## src/rtl/mem_rr_arbiter.sv

```systemverilog
// Round-robin arbiter for two requesters sharing a single-port memory,
// with a one-cycle full-memory clear sequenced through the memory reset.
module mem_rr_arbiter #(
  parameter int WIDTH      = 16,
  parameter int ADDR_WIDTH = 7
) (
  input  logic                  clk,
  input  logic                  rst,
  input  logic                  req0_valid,
  input  logic                  req0_we,
  input  logic [ADDR_WIDTH-1:0] req0_addr,
  input  logic [WIDTH-1:0]      req0_wdata,
  output logic                  req0_ready,
  output logic                  rsp0_valid,
  output logic [WIDTH-1:0]      rsp0_rdata,
  input  logic                  req1_valid,
  input  logic                  req1_we,
  input  logic [ADDR_WIDTH-1:0] req1_addr,
  input  logic [WIDTH-1:0]      req1_wdata,
  output logic                  req1_ready,
  output logic                  rsp1_valid,
  output logic [WIDTH-1:0]      rsp1_rdata,
  input  logic                  clr_req,
  output logic                  clr_busy,
  output logic                  mem_rst,
  output logic [ADDR_WIDTH-1:0] mem_addr,
  output logic [WIDTH-1:0]      mem_w_data,
  output logic                  mem_w_en,
  output logic                  mem_r_en,
  input  logic [WIDTH-1:0]      mem_r_data
);

  typedef enum logic {
    RUN   = 1'b0,
    CLEAR = 1'b1
  } state_t;

  state_t           state;
  state_t           state_nx;
  logic             rr_ptr;
  logic             rsp_pend;
  logic             rsp_tag;
  logic             gnt0;
  logic             gnt1;
  logic [WIDTH-1:0] hold0;
  logic [WIDTH-1:0] hold1;

  always_ff @(posedge clk or posedge rst) begin
    if (rst) state <= RUN;
    else     state <= state_nx;
  end

  always_comb begin
    state_nx = state;
    unique case (state)
      RUN:   if (clr_req) state_nx = CLEAR;
      CLEAR: state_nx = RUN;
    endcase
  end

  // rr_ptr only breaks ties; a lone valid requester always wins
  always_comb begin
    gnt0     = 1'b0;
    gnt1     = 1'b0;
    clr_busy = 1'b0;
    mem_rst  = 1'b0;
    unique case (state)
      RUN: begin
        gnt0 = ~rst & req0_valid & (~req1_valid | ~rr_ptr);
        gnt1 = ~rst & req1_valid & (~req0_valid | rr_ptr);
      end
      CLEAR: begin
        clr_busy = 1'b1;
        mem_rst  = 1'b1;
      end
    endcase
  end

  assign req0_ready = gnt0;
  assign req1_ready = gnt1;

  assign mem_addr   = gnt1 ? req1_addr  : req0_addr;
  assign mem_w_data = gnt1 ? req1_wdata : req0_wdata;
  assign mem_w_en   = (gnt0 & req0_we) | (gnt1 & req1_we);
  assign mem_r_en   = (gnt0 & ~req0_we) | (gnt1 & ~req1_we);

  always_ff @(posedge clk or posedge rst) begin
    if (rst) begin
      rr_ptr   <= 1'b0;
      rsp_pend <= 1'b0;
      rsp_tag  <= 1'b0;
      hold0    <= '0;
      hold1    <= '0;
    end else begin
      if (gnt0)      rr_ptr <= 1'b1;
      else if (gnt1) rr_ptr <= 1'b0;
      rsp_pend <= mem_r_en;
      rsp_tag  <= gnt1;
      if (rsp0_valid) hold0 <= mem_r_data;
      if (rsp1_valid) hold1 <= mem_r_data;
    end
  end

  // memory registers its read data, so the response lands one cycle later
  assign rsp0_valid = rsp_pend & ~rsp_tag;
  assign rsp1_valid = rsp_pend & rsp_tag;
  assign rsp0_rdata = rsp0_valid ? mem_r_data : hold0;
  assign rsp1_rdata = rsp1_valid ? mem_r_data : hold1;

endmodule

```

## config.mk

```make
export PLATFORM = sky130hd
export DESIGN_NAME = mem_rr_arbiter
export DESIGN_NICKNAME = d
export VERILOG_FILES = /design/src/rtl/mem_rr_arbiter.sv
export SDC_FILE = /design/constraint.sdc
export NUM_CORES = 1
export LEC_CHECK = 0
export BUFFER_PORTS_ARGS = -buffer_cell sky130_fd_sc_hd__clkbuf_2
export CAP_MARGIN = 20
export CORE_ASPECT_RATIO = 0.9
export CORE_UTILIZATION = 41
export DETAILED_ROUTE_END_ITERATION = 8
export GPL_TIMING_DRIVEN = 0
export PLACE_DENSITY = 0.82
export REMOVE_ABC_BUFFERS = 1
export SLEW_MARGIN = 20
export SYNTH_ARGS = -nofsm -noshare
export SYNTH_HDL_FRONTEND = slang
export SYNTH_SLANG_ARGS = --single-unit
```

## constraint.sdc

```tcl
create_clock -name clk -period 3.4 [get_ports clk]
set_clock_uncertainty 0.05 [all_clocks]
set_input_delay 0.85 -clock clk [delete_from_list [all_inputs] [get_ports clk]]
set_output_delay 0.85 -clock clk [all_outputs]
set_load 0.005 [all_outputs]
```

==> flow_metrics.tcl <==
set metrics [dict create \
    status "finished, violations left" \
    violations "design-rule violations" \
    io_buffers 131 \
    wl_per_cell_um 13.6 \
    layoutNonFillerInstCount 294 \
    grt_max_degree 37 \
    overflow 0 \
    synth_seq_area_share_pct 51.7 \
    dieWidth_um 70.7 \
    floorplan.die_area_sq_um 4520 \
    slew_headroom_pct 51.4 \
    cts_setup_buffers 0 \
    layout_common_cells "clkbuf_2, mux2_2, dfrtp_1" \
    period_needed_ns 2.87 \
    syn_area_sq_um 1740 \
    die_y_um 63.9 \
    rows 22 \
    leakage_nw 1.41 \
    tightest_slew_ns 0.727 \
    cts_buffer_depth 2 \
    core_sq_um 4070 \
    postSynthAreaPerCell_sq_um 15.6 \
    p_seq_share_pct 43.7 \
    totalWireLength_um 4000 \
    powerDensity_nw_per_um2 540 \
    clkPwrFrac_pct 22.1 \
    cts_tree "built" \
    crit_path_end_kind "output port" \
    num_antenna_cells 0 \
    cts_max_level 2 \
    cts_made_buffers 5 \
    final_core_util_pct 61.7 \
    cp_max_fo 26 \
    cts_sinks 36 \
    min_period_over_period_pct 84.6 \
    synth_cells 112 \
    path_class "primary input to output port" \
    postRouteAntennaNets 0 \
    drt_iter0_markers 28 \
    switching_share_pct 27.0 \
    via_per_inst 4.77 \
    layout_commonest_cell "clkbuf_2" \
    p_comb_share_pct 34.1 \
    dr.pass1.iters 6 \
    hold_path.class "register to register" \
    cts-root-buf "clkbuf_8" \
    ctsResizeCount 0 \
    final-max-slew-violation-count 0 \
    cp-start-kind "primary input" \
    synth_area_leaders "dfrtp_1, mux2_2, mux2_4" \
    p_int_mw 0.992 \
    clkTransAtPathRegs_ns 0.06 \
    yosysUniqueCellTypes 17 \
    hpwl_um 3270 \
    maxCapViolCount 0 \
    place_congestion 0.735 \
    dp_cells 286 \
    layout.nets 314 \
    tns_ns 0 \
    rsz0062_at_grt "false" \
    setup_viol 0 \
    drive_above_1_share_pct 80.9 \
    antenna_found_initial 0 \
    max-vdd-ir-drop_mv 0.306 \
    area_growth_syn_to_layout_pct 44.3 \
    first_global_vias 1335 \
    ioPinCount 132 \
    netlist.area_leader.share_pct 51.7 \
    dr_total_vias 1402 \
    p_sw_mw 0.367 \
    grt_first_pass_wirelength_um 6130 \
    cp.arrival_ns 1.97 \
    yosys.area.top_type "dfrtp_1" \
    ctsHoldBuffers 0 \
    initial_core_util_pct 42.8 \
    grt_usage_pct 17.8 \
    drcViolationCount 11 \
    ys_ff_latch 36 \
    final_hold_viol_count 0 \
    clock_latency_ns 0.28 \
    ys.warnings.count 0 \
    required_ns 2.50 \
    fmax_mhz 348 \
]
==> worst max-delay path, cell delays in order <==
cell      delay (ns)
clkbuf_2        0.12
nor2_4          0.11
nand3_4         0.35
mux2_4          0.42
clkbuf_2        0.11
==> power by group through the flow <==
stage	clock, mW	sequential, mW	combinational [mW]
6_report	0.301	0.594	0.463
5_1_grt	0.330	0.609	0.501
4_1_cts	0.313	0.596	0.472
3_5_place_dp	0	0.604	0.470
3_3_place_gp	0	0.592	0.454
2_1_floorplan	0	0.588	0.243
==> worst paths after layout <==
path	startpoint	to	slack, ns	depth (start not counted)
hold reg to reg	hold0[14]	hold0[14]	0.44	1
max in group asynchronous	rst	hold1[2]	2.17	2
setup reg to reg	state	rsp_pend	1.95	3
setup / recovery	rst	mem_w_data[3]	0.53	5
hold / removal	hold0[14]	hold0[14]	0.44	1
min in group asynchronous	rst	rr_ptr	0.67	2
==> Yosys cell counts <==
cell,number
mux2_2,38
dfrtp_1,36
mux2_4,17
inv_1,4
buf_6,3
buf_2,2
nor2b_1,2
a21o_1,1
a22o_1,1
buf_4,1
nand2_1,1
nand2_2,1
nand2b_4,1
nand3_1,1
nand3_4,1
nor2_4,1
o22ai_1,1
==> per-stage QoR <==
| step | hold WS [ns] | total power, mW | cell area (sq um) | setup slack (ns) |
|---|---|---|---|---|
| finish | 0.444 | 1.36 | 2510 | 0.525 |
| global route | 0.458 | 1.44 | 2510 | 0.440 |
| CTS | 0.450 | 1.38 | 2510 | 0.505 |
| detailed placement | 0.434 | 1.07 | 2420 | 0.508 |
| global placement | 0.427 | 1.05 | 2410 | 0.412 |
| floorplan | 0.423 | 0.831 | 1690 | 0.845 |
==> final cells by class <==
type	count	area [sq um]
sequential	36	901
timing repair buffer	132	671
inverter	4	15.0
clock buffer	8	90.1
tap	48	60.1
multi-input combinational	66	778
fill	346	1560
==> cell families (layout without fill, tap and decap cells) <==
| kind of cell | count (synthesis) | count (layout) | synth area share [%] |
|---|---|---|---|
| buffers and inverters | 10 | 144 | 3.80 |
| muxes | 55 | 55 | 39.2 |
| AOI/OAI and AO/OA | 3 | 3 | 1.29 |
| and+or+nand+nor | 8 | 8 | 4.02 |
| DFF | 36 | 36 | 51.7 |
==> layer usage <==
layer | wire length (um) | global-route usage [%] | vias up
met1 | 1540 | 19.4 | 662
met3 | 251 | 3.31 | 4
li1 | - | - | 660
met5 | 0 | 0 | -
met2 | 2150 | 33.2 | 76
met4 | 50 | 8.25 | 0
==> state kept, by name (all words and copies together) (netlist names) <==
| register | cells |
|---|---|
| hold0 | 16 |
| hold1 | 16 |
| rr_ptr | 1 |
| rsp_pend | 1 |
| rsp_tag | 1 |
| state | 1 |
Note: power is estimated with default switching activity, not from simulation.
